===== config.mk =====
export PLATFORM = sky130hd
export DESIGN_NAME = cmos_byte_tx
export DESIGN_NICKNAME = d
export VERILOG_FILES = /design/src/rtl/cmos_pkg.sv /design/src/rtl/pix_fifo.sv /design/src/rtl/cmos_byte_tx.sv
export SDC_FILE = /design/constraint.sdc
export NUM_CORES = 1
export LEC_CHECK = 0
export CORE_AREA = 2 2 112 125
export CTS_CLUSTER_DIAMETER = 200
export DETAILED_ROUTE_END_ITERATION = 12
export DIE_AREA = 0 0 114 127
export PLACE_DENSITY_LB_ADDON = 0.3
export SKIP_CTS_REPAIR_TIMING = 1
export SLEW_MARGIN = 10
export SYNTH_ARGS = -nofsm -noshare
export SYNTH_HDL_FRONTEND = slang
export SYNTH_SLANG_ARGS = --single-unit

===== constraint.sdc =====
create_clock -name CMOS_oCLK -period 7.1 [get_ports CMOS_oCLK]
set_input_delay 0.71 -clock CMOS_oCLK [delete_from_list [all_inputs] [get_ports CMOS_oCLK]]
set_output_delay 0.71 -clock CMOS_oCLK [all_outputs]
set_load 0.01 [all_outputs]

===== src/rtl/cmos_pkg.sv =====
// cmos_pkg
// Shared definitions for the CMOS byte-stream transmit and receive side:
//   - cmos_state_e   : frame sequencer state encoding
//   - DEF_*          : default sensor timing (640x480, VGA-like blanking)
//   - line_period()  : clocks per line period for a given timing
package cmos_pkg;

  typedef enum logic [2:0] {
    ST_IDLE      = 3'd0,
    ST_VSYNC     = 3'd1,
    ST_VBACK     = 3'd2,
    ST_ACTIVE    = 3'd3,
    ST_FRAME_END = 3'd4
  } cmos_state_e;

  localparam int DEF_H_ACT       = 640;
  localparam int DEF_V_ACT       = 480;
  localparam int DEF_H_BLANK     = 144;
  localparam int DEF_VSYNC_LINES = 3;
  localparam int DEF_V_BACK      = 17;
  localparam int DEF_FIFO_DEPTH  = 4;

  // Each pixel occupies two byte clocks on the wire.
  function automatic int line_period(input int h_act, input int h_blank);
    return 2 * h_act + h_blank;
  endfunction

endpackage


===== src/rtl/pix_fifo.sv =====
// pix_fifo
// Small synchronous FIFO for 16-bit pixels between the pixel source and the
// byte serialiser. Push/pop requests are qualified internally against
// full/empty, so a pop on empty and a push on full are both no-ops.
// Ports:
//   i_clk, i_rst_n : clock, asynchronous active-low reset (empties the FIFO)
//   i_push, i_data : write request and data
//   i_pop          : read request; o_data shows the head entry (raw storage,
//                    not meaningful while empty)
//   o_full, o_empty: status flags
//   o_count        : occupancy, 0..DEPTH
module pix_fifo #(
  parameter int DEPTH = 4
) (
  input  logic                     i_clk,
  input  logic                     i_rst_n,
  input  logic                     i_push,
  input  logic [15:0]              i_data,
  input  logic                     i_pop,
  output logic [15:0]              o_data,
  output logic                     o_full,
  output logic                     o_empty,
  output logic [$clog2(DEPTH):0]   o_count
);

  localparam int AW = $clog2(DEPTH);

  logic [15:0]   r_mem [DEPTH];
  logic [AW-1:0] r_wptr;
  logic [AW-1:0] r_rptr;
  logic [AW:0]   r_count;
  logic          w_push;
  logic          w_pop;

  assign o_full  = (r_count == (AW+1)'(DEPTH));
  assign o_empty = (r_count == '0);
  assign o_count = r_count;
  assign o_data  = r_mem[r_rptr];

  assign w_push = i_push & ~o_full;
  assign w_pop  = i_pop  & ~o_empty;

  // Storage needs no reset: entries are only visible after being written.
  always_ff @(posedge i_clk) begin
    if (w_push) r_mem[r_wptr] <= i_data;
  end

  // DEPTH is a power of two, so the pointers wrap by natural overflow.
  always_ff @(posedge i_clk or negedge i_rst_n) begin
    if (!i_rst_n) begin
      r_wptr  <= '0;
      r_rptr  <= '0;
      r_count <= '0;
    end else begin
      if (w_push) r_wptr <= r_wptr + 1'b1;
      if (w_pop)  r_rptr <= r_rptr + 1'b1;
      case ({w_push, w_pop})
        2'b10:   r_count <= r_count + 1'b1;
        2'b01:   r_count <= r_count - 1'b1;
        default: r_count <= r_count;
      endcase
    end
  end

endmodule


===== src/rtl/cmos_byte_tx.sv =====
// cmos_byte_tx
// Emulates a CMOS sensor output: frames of V_ACT lines, each line carrying
// H_ACT 16-bit pixels as two bytes (high byte first) under HREF, framed by a
// VSYNC pulse and vertical back porch. Pixels come from a small FIFO that may
// be prefilled while idle; an empty FIFO yields zero pixels and an underrun
// pulse instead of stalling the raster.
//
// state        | meaning
// -------------+---------------------------------------------------------
// ST_IDLE      | waiting for frame_start, counters cleared, busy low
// ST_VSYNC     | CMOS_VSYNC high for VSYNC_LINES line periods
// ST_VBACK     | blank line periods before the first active line
// ST_ACTIVE    | V_ACT lines: 2*H_ACT HREF bytes then H_BLANK low clocks
// ST_FRAME_END | single closing clock before returning to idle
//
// Ports:
//   CMOS_oCLK, iRST_N    : byte clock, asynchronous active-low reset
//   frame_start          : one-frame request, honoured only in ST_IDLE
//   pix_data, pix_valid  : pixel push into FIFO; pix_ready = FIFO not full
//   DATA, HREF           : byte stream and its qualifier
//   CMOS_VSYNC           : frame sync, active high
//   busy                 : any state other than ST_IDLE
//   underrun             : pixel popped from an empty FIFO this cycle
module cmos_byte_tx
  import cmos_pkg::*;
#(
  parameter int H_ACT       = DEF_H_ACT,
  parameter int V_ACT       = DEF_V_ACT,
  parameter int H_BLANK     = DEF_H_BLANK,
  parameter int VSYNC_LINES = DEF_VSYNC_LINES,
  parameter int V_BACK      = DEF_V_BACK,
  parameter int FIFO_DEPTH  = DEF_FIFO_DEPTH
) (
  input  logic        CMOS_oCLK,
  input  logic        iRST_N,
  input  logic        frame_start,
  input  logic [15:0] pix_data,
  input  logic        pix_valid,
  output logic        pix_ready,
  output logic [7:0]  DATA,
  output logic        HREF,
  output logic        CMOS_VSYNC,
  output logic        busy,
  output logic        underrun
);

  localparam int LP = line_period(H_ACT, H_BLANK);
  localparam int HW = $clog2(LP);
  localparam int LW = $clog2(VSYNC_LINES + V_BACK + V_ACT + 1);
  localparam int CW = $clog2(FIFO_DEPTH) + 1;

  localparam logic [HW-1:0] HC_LAST  = HW'(LP - 1);
  localparam logic [LW-1:0] VS_LAST  = LW'(VSYNC_LINES - 1);
  localparam logic [LW-1:0] VB_LAST  = LW'(V_BACK - 1);
  localparam logic [LW-1:0] VA_LAST  = LW'(V_ACT - 1);

  cmos_state_e   r_state;
  cmos_state_e   w_state_nx;
  logic [HW-1:0] r_hcnt;
  logic [LW-1:0] r_lcnt;
  logic [7:0]    r_lo;

  logic          w_line_end;
  logic          w_in_href;
  logic          w_pop;
  logic [15:0]   w_fifo_data;
  logic [15:0]   w_pix;
  logic          w_full;
  logic          w_empty;
  logic [CW-1:0] w_count;
  logic          w_href;
  logic          w_vsync;
  logic          w_busy;
  logic [7:0]    w_data;

  pix_fifo #(
    .DEPTH (FIFO_DEPTH)
  ) u_pix_fifo (
    .i_clk   (CMOS_oCLK),
    .i_rst_n (iRST_N),
    .i_push  (pix_valid),
    .i_data  (pix_data),
    .i_pop   (w_pop),
    .o_data  (w_fifo_data),
    .o_full  (w_full),
    .o_empty (w_empty),
    .o_count (w_count)
  );

  assign pix_ready  = ~w_full;
  assign w_line_end = (r_hcnt == HC_LAST);
  assign w_in_href  = (32'(r_hcnt) < 32'(2 * H_ACT));
  // An empty FIFO substitutes a zero pixel so the raster never stalls.
  assign w_pix      = w_empty ? 16'h0000 : w_fifo_data;

  always_ff @(posedge CMOS_oCLK or negedge iRST_N) begin
    if (!iRST_N) r_state <= ST_IDLE;
    else         r_state <= w_state_nx;
  end

  always_comb begin
    w_state_nx = r_state;
    w_pop      = 1'b0;
    w_href     = 1'b0;
    w_vsync    = 1'b0;
    w_busy     = 1'b1;
    w_data     = 8'h00;
    unique case (r_state)
      ST_IDLE: begin
        w_busy = 1'b0;
        if (frame_start) w_state_nx = ST_VSYNC;
      end
      ST_VSYNC: begin
        w_vsync = 1'b1;
        if (w_line_end && r_lcnt == VS_LAST) w_state_nx = ST_VBACK;
      end
      ST_VBACK: begin
        if (w_line_end && r_lcnt == VB_LAST) w_state_nx = ST_ACTIVE;
      end
      ST_ACTIVE: begin
        if (w_in_href) begin
          w_href = 1'b1;
          // Even byte slot fetches a new pixel; odd slot replays its low byte.
          if (!r_hcnt[0]) begin
            w_pop  = 1'b1;
            w_data = w_pix[15:8];
          end else begin
            w_data = r_lo;
          end
        end
        if (w_line_end && r_lcnt == VA_LAST) w_state_nx = ST_FRAME_END;
      end
      ST_FRAME_END: w_state_nx = ST_IDLE;
      default:      w_state_nx = ST_IDLE;
    endcase
  end

  // Outputs are decoded from registered state, so the async reset clears
  // them in the same cycle it is asserted.
  assign DATA       = w_data;
  assign HREF       = w_href;
  assign CMOS_VSYNC = w_vsync;
  assign busy       = w_busy;
  assign underrun   = w_pop & (w_count == '0);

  // hcnt runs continuously across a phase; lcnt counts line periods within
  // the current phase and restarts whenever the phase changes.
  always_ff @(posedge CMOS_oCLK or negedge iRST_N) begin
    if (!iRST_N) begin
      r_hcnt <= '0;
      r_lcnt <= '0;
    end else if (r_state == ST_IDLE || r_state == ST_FRAME_END) begin
      r_hcnt <= '0;
      r_lcnt <= '0;
    end else if (w_line_end) begin
      r_hcnt <= '0;
      r_lcnt <= (w_state_nx != r_state) ? '0 : r_lcnt + 1'b1;
    end else begin
      r_hcnt <= r_hcnt + 1'b1;
    end
  end

  always_ff @(posedge CMOS_oCLK or negedge iRST_N) begin
    if (!iRST_N)    r_lo <= 8'h00;
    else if (w_pop) r_lo <= w_pix[7:0];
  end

endmodule


======== Word-level counts from Yosys, hierarchy flattened ========
Memory sizes are Yosys's and may differ from the RTL's.
Index checks and enable logic that the tools add are counted.
word-level totals
  register bits ........................... 38
  bits in latches ......................... 0
  RAM bits ................................ 64
  memory bits (read-only) ................. 0
  input port bits ......................... 20
  output and inout bits ................... 13
  word-level logic and storage cells ...... 64
  memories kept ........................... 1
operators by class
  $add $sub $neg .......................... 6
  $mul .................................... 0
  divide/modulo/power cells ............... 0
  magnitude comparators ................... 1
  equal/unequal tests ..................... 12
  shift operators ......................... 0
  multiplexer cells ....................... 24
  bitwise operators ....................... 5
  reductions and logical operators ........ 8
memory list
  memory            depth  bits a word  read ports  clocked after memory_dff  write ports  RTL line        RTL
  u_pix_fifo.r_mem  4      16           1           0                         1            pix_fifo.sv:28  logic [15:0] r_mem [DEPTH];
operators with widths
  cell                                                              number
  9-bit two-way mux                                                 3
  8-bit two-way mux                                                 3
  11-bit two-way mux                                                2
  16-bit two-way mux                                                1
  3-bit two-way mux                                                 4
  3-bit one-hot mux with 4 select lines                             1
  11-bit by 1-bit adder with 11-bit output (second input constant)  1
  11-bit == test (second input constant)                            1
  11-bit < comparator (second input constant)                       1
  9-bit by 1-bit adder with 9-bit output (second input constant)    1
  9-bit by 2-bit == test with 1-bit output (second input constant)  1
  9-bit by 5-bit == test with 1-bit output (second input constant)  1
  9-bit == test (second input constant)                             1
  1-bit two-way mux                                                 9
  3-bit by 2-bit == test with 1-bit output (second input constant)  2
  3-bit == test (second input constant)                             2
  3-bit logical NOT                                                 2
  3-bit one-hot mux with 2 select lines                             1
  2-bit by 1-bit adder with 2-bit output (second input constant)    2
  2-bit nonzero test                                                2
  3-bit by 1-bit adder with 3-bit output (second input constant)    1
  1-bit bitwise AND                                                 3
  3-bit by 1-bit == test with 1-bit output (second input constant)  1
  1-bit logical AND                                                 3
  other kinds (6)                                                   7

======== Depth between registers and ports, before layout ========
  depth in word-level cells ............... 8
  mapped depth ............................ 10
  depth with buffers taken out ............ 10

======== Hierarchy ========
A second synthesis with hierarchy kept.
second synthesis, totals
  cell total of the unflattened synthesis .. 321
  area, all modules ....................... 4714.5 um^2
modules (own cells, without submodules)
  module        times used  cells an instance  area an instance (um^2)  sequential area each (um^2)
  pix_fifo      1           121                2775.2                   2097.0
  cmos_byte_tx  1           200                1939.4                   775.7

======== Worst setup path after synthesis ========
No wires, ideal clock.
  kind .................................... register -> register
  start ................................... reg r_state[1]
  end ..................................... reg u_pix_fifo.r_count[2] (netlist: u_pix_fifo.o_count[2])
  setup time .............................. 0.079 ns
  data arrival time ....................... 2.564 ns
  required time ........................... 7.021 ns
  slack ................................... 4.457 ns
  cell stages (with the launch flop) ...... 11
  path buffers ............................ 2
  clock period less this slack ............ 2.643 ns
  path through ............................ dfrtp_1 -> clkbuf_1 -> nand3b_1 -> nor4_2 -> clkbuf_1 -> ha_1 -> inv_1 -> fa_1 -> xor2_1 -> nor2_1 -> xor2_1
between the ends
  cells in the longest elaborated chain, start to end .. 5
  elaborated cells on any way between the ends .. 7
  classes of those cells .................. eq/ne (3); mux (2); bitwise (1); reduce/logical (1)
ends and longest elaborated chain
  item                                                                         RTL line             RTL
  start, declared                                                              cmos_byte_tx.sv:57   cmos_state_e r_state;
  start signal, assigned                                                       cmos_byte_tx.sv:98   else r_state <= w_state_nx;
  3-bit by 2-bit == test with 1-bit output *                                   cmos_byte_tx.sv:108  unique case (r_state)
  1-bit two-way mux *                                                          cmos_byte_tx.sv:108
  1-bit bitwise AND *                                                          pix_fifo.sv:41       assign w_pop = i_pop & ~o_empty;
  net u_pix_fifo.w_pop                                                         pix_fifo.sv:33       logic w_pop;
  2-bit by 1-bit == test with 1-bit output or 2-bit == test (tied branches)    pix_fifo.sv:57       case ({w_push, w_pop})
  3-bit one-hot mux with 2 select lines or 2-bit nonzero test (tied branches)  -
  end signal, assigned                                                         pix_fifo.sv:58       2'b10: r_count <= r_count + 1'b1;
  end signal, assigned                                                         pix_fifo.sv:59       2'b01: r_count <= r_count - 1'b1;
  end signal, assigned                                                         pix_fifo.sv:60       default: r_count <= r_count;
  end, declared                                                                pix_fifo.sv:31       logic [AW:0] r_count;
Mark *: on every way through the listed nets, which the timed path passes. The rest lies on a longest branch.
A chain may end at the register's enable or synchronous reset.

======== Final worst setup path ========
  start ................................... reg r_state[1]
  end ..................................... out underrun
between the ends
  cells in the longest elaborated chain, start to end .. 3
ends and longest elaborated chain
  item                                      RTL line             RTL
  3-bit by 2-bit == test with 1-bit output  cmos_byte_tx.sv:108
  1-bit two-way mux                         cmos_byte_tx.sv:108
  1-bit bitwise AND                         cmos_byte_tx.sv:144  assign underrun = w_pop & (w_count == '0);
  end, declared                             cmos_byte_tx.sv:44   output logic underrun
Every way passes these cells.

==> impl_summary.log <==
[metrics] Seq cells post-synth: 102
[metrics] cell row count: 44
[metrics] Chip Height: 127 um
[metrics] sequential fraction of the synthesis area: 63.6%
[metrics] vias after detailed routing: 2650
[metrics] switching power total: 0.383 mW
[metrics] vias per cell: 5.22
[metrics] number of distinct standard cells referenced by the synthesized netlist: 44
[metrics] number of max-cap violations: 0
[metrics] sum of internal, switching and leakage power: 1.52 mW
[metrics] total negative slack: 0 ns
[metrics] maximum count of clock buffers along a single path: 2
[metrics] P_leak: 1.94 nW
[metrics] total inserted antenna cells: 0
[metrics] global-route wire length before repair: 14700 um
[metrics] post-route met1 wirelength: 3910 um
[metrics] Boundary Pins: 33
[metrics] net count reported at finish: 372
[metrics] CP Class: reg -> out
[metrics] ratio of final minimum period to clock period: 45.7%
[metrics] gp weighted congestion: 0.756
[metrics] final-layout worst hold slack: 0.483 ns
[metrics] synthesized area divided by synthesized cell count: 14.6 um^2
[metrics] Overflow after GRT: 0
[metrics] worst max-slew margin expressed relative to the limit: 36.8%
[metrics] startpoint type of the worst setup path: register
[metrics] RSZ-0062 raised after global routing: no
[metrics] count of placed standard cells including taps: 491
[metrics] utilization after layout: 40.7%
[metrics] Iter 0 DRT Violations: 171
[metrics] layout cell share with drive strength beyond 1: 12.4%
[metrics] number of antenna violations at the first check in global routing: 0
[metrics] Chip Width: 114 um
[metrics] main flop type after synthesis: edfxtp_1
[metrics] fin cells: 508
[metrics] Post-DRT Antenna Nets: 0
[metrics] clock sinks: 102
[metrics] asr flop ratio synth: 37.3%
[metrics] pin count of the biggest net entering global routing: 39
[metrics] master cell of the clock root buffer: clkbuf_16
[metrics] via count of the first global-routing pass: 2830
[metrics] Clock Latency Late Sink: 0.34 ns
[metrics] Detail Route met3 WL: 383 um
[metrics] # H-tree levels: 3
[metrics] worst hold path type: in -> async
[metrics] Crit path required time: 6.39 ns
[metrics] full die area: 14500 um^2
[metrics] Ys Warns: 0
[metrics] sw frac: 25.3%
[metrics] total length of routed wires: 8870 um
[metrics] Global Route Usage Sum: 13.3%
[metrics] data arrival time of the critical path: 2.54 ns
[metrics] # port buffers: 32
[metrics] synthesis-to-layout area growth: 18.2%
[metrics] DRC violation count after routing: 0
[metrics] clock tree from TritonCTS: done
[metrics] post-route minimum period: 3.25 ns
[metrics] cell-internal power: 1.13 mW
[metrics] crit path capture type: output pin
[metrics] clock group share of total power: 35.7%
[metrics] routed wirelength normalized by instance count: 17.5 um
[metrics] highest routed metal layer: met4
[metrics] Power Density: 284 nW/um^2
[metrics] slew at the pin closest to its max-slew limit: 0.948 ns
[metrics] detailed-router iteration count before antenna repair: 4
[metrics] final count of negative-setup-slack endpoints: 0
[metrics] number of max-slew violations in the final report: 0
[metrics] maximum clock frequency: 308 MHz
[metrics] part of the power in combinational logic: 12.5%
[metrics] detailed placer's ending HPWL: 5790 um
[metrics] count of fill cells added during filler insertion: 1219
[metrics] post-synthesis instance total: 310
[metrics] outcome: complete, no violations
[metrics] clock-pin slew reported for the worst setup and hold paths after clock tree synthesis: 0.07 ns
[metrics] final hold vios: 0
[metrics] worst IR drop on VDD: 0.157 mV
[metrics] wire length on met2: 4470 um
[metrics] sequential group share of total power: 51.8%
[metrics] number of enable flip-flop cells after synthesis: 64
[metrics] number of nets produced by synthesis: 340
[metrics] clock buffers created by TritonCTS: 9
[metrics] Mapped Area: 4510 um^2
[metrics] post-route clock skew: 0.00399 ns
[metrics] top fanout value on the critical path: 10
[metrics] area of the placeable core: 13100 um^2
[metrics] effective utilization at floorplan: 34.5%
critical path, stage by stage (launching register included):
cell and delay [ns]:
dfrtp_1 0.50, nand3b_1 0.22, or3_1 0.55, nor4_1 0.31
clkdlybuf4s50_1 0.61
stage by stage:
stage / cell area, um^2 / setup slack [ns]
floorplan: 4510 / 4.46
global placement: 5000 / 4.22
detailed placement: 5000 / 4.22
CTS: 5330 / 3.86
global route: 5340 / 3.76
finish: 5340 / 3.85
power by group through the flow:
stage | clock [mW] | sequential (mW) | combinational, mW
after floorplan | 0 | 0.783 | 0.126
after global placement | 0 | 0.794 | 0.187
after detailed placement | 0 | 0.799 | 0.196
after CTS | 0.555 | 0.787 | 0.196
after global routing | 0.576 | 0.796 | 0.216
final | 0.542 | 0.785 | 0.190
synth_stat cells, types with 2 or more instances:
master | number | area share (%)
edfxtp_1 | 64 | 43
dfrtp_1 | 38 | 21
nor2_1 | 18 | 1.5
a22o_1 | 17 | 3.3
nand2_1 | 17 | 1.4
mux4_2 | 16 | 8.0
o2111ai_1 | 14 | 2.7
inv_1 | 13 | 1.1
clkbuf_1 | 12 | 1.0
nand3_1 | 11 | 1.2
ha_1 | 9 | 2.5
nor3_1 | 9 | 1.0
xnor2_1 | 8 | 1.6
and3_1 | 7 | 0.97
xor2_1 | 7 | 1.4
and2_1 | 5 | 0.69
nand4_1 | 4 | 0.55
a22oi_1 | 3 | 0.50
nand3b_1 | 3 | 0.50
nor4_1 | 3 | 0.42
o21a_1 | 3 | 0.50
a21oi_1 | 2 | 0.22
buf_2 | 2 | 0.22
mux2_2 | 2 | 0.50
nor4_2 | 2 | 0.55
o31a_1 | 2 | 0.39
or3_1 | 2 | 0.28
per-layer routing:
| layer | vias up | track usage [%] |
|---|---|---|
| met2 | 51 | 22.9 |
| met4 | 0 | 3.87 |
| met5 | - | 0 |
| met3 | 9 | 3.46 |
| li1 | 1266 | - |
| met1 | 1324 | 16.4 |
cell usage in the layout, fill, tap and decap left out, types with 4 or more instances in the layout:
cell             instances
nand3_1                 11
mux4_2                  16
o2111ai_1               14
and2_1                   5
clkdlybuf4s50_1         31
nand2_1                 17
dfrtp_1                 38
nor2_1                  18
nor3_1                   9
nand4_1                  4
edfxtp_1                64
ha_1                     9
xor2_1                   7
a22o_1                  17
xnor2_1                  8
and3_1                   7
clkbuf_16                9
inv_1                   13
final timing paths:
path | from | endpoint | slack, ns | cells after the start
max in group asynchronous | iRST_N | r_lo[5] | 6.06 | 1
worst max register to register | r_state[1] | u_pix_fifo.o_count[2] | 4.81 | 9
min in group CMOS_oCLK | r_lo[7] | r_lo[7] | 0.52 | 1
worst max-delay path | r_state[1] | underrun | 3.85 | 4
worst min register to register | r_lo[7] | r_lo[7] | 0.52 | 1
worst min-delay path | iRST_N | r_lcnt[7] | 0.48 | 1
final cells by class:
type | instances | area (um^2) | share of cell area, %
Tap cell | 161 | 201 | 3.77
Multi-Input combinational cell | 180 | 1540 | 28.9
Inverter | 13 | 48.8 | 0.914
Sequential cell | 102 | 2870 | 53.8
Clock buffer | 9 | 225 | 4.22
Clock inverter | 7 | 104 | 1.95
Timing Repair Buffer | 36 | 343 | 6.42
registers in the layout, indices dropped and copies added, names as in the netlist:
name	cells
r_hcnt	11
r_lcnt	9
r_lo	8
r_state	3
u_pix_fifo.o_count	3
u_pix_fifo.r_mem	64
u_pix_fifo.r_rptr	2
u_pix_fifo.r_wptr	2
cell families (layout without fill, tap and decap cells):
logic type      count (synthesis)  count (layout)  share of synthesized area (%)
mux                            19              19                           8.70
simple gates                   89              89                           10.7
xor+xnor                       15              15                           2.91
fa+ha+maj                      10              10                           2.94
flops                         102             102                           63.6
buf+inv                        28              65                           2.38
compound gates                 47              47                           8.76
(Power assumes the default switching activity.)
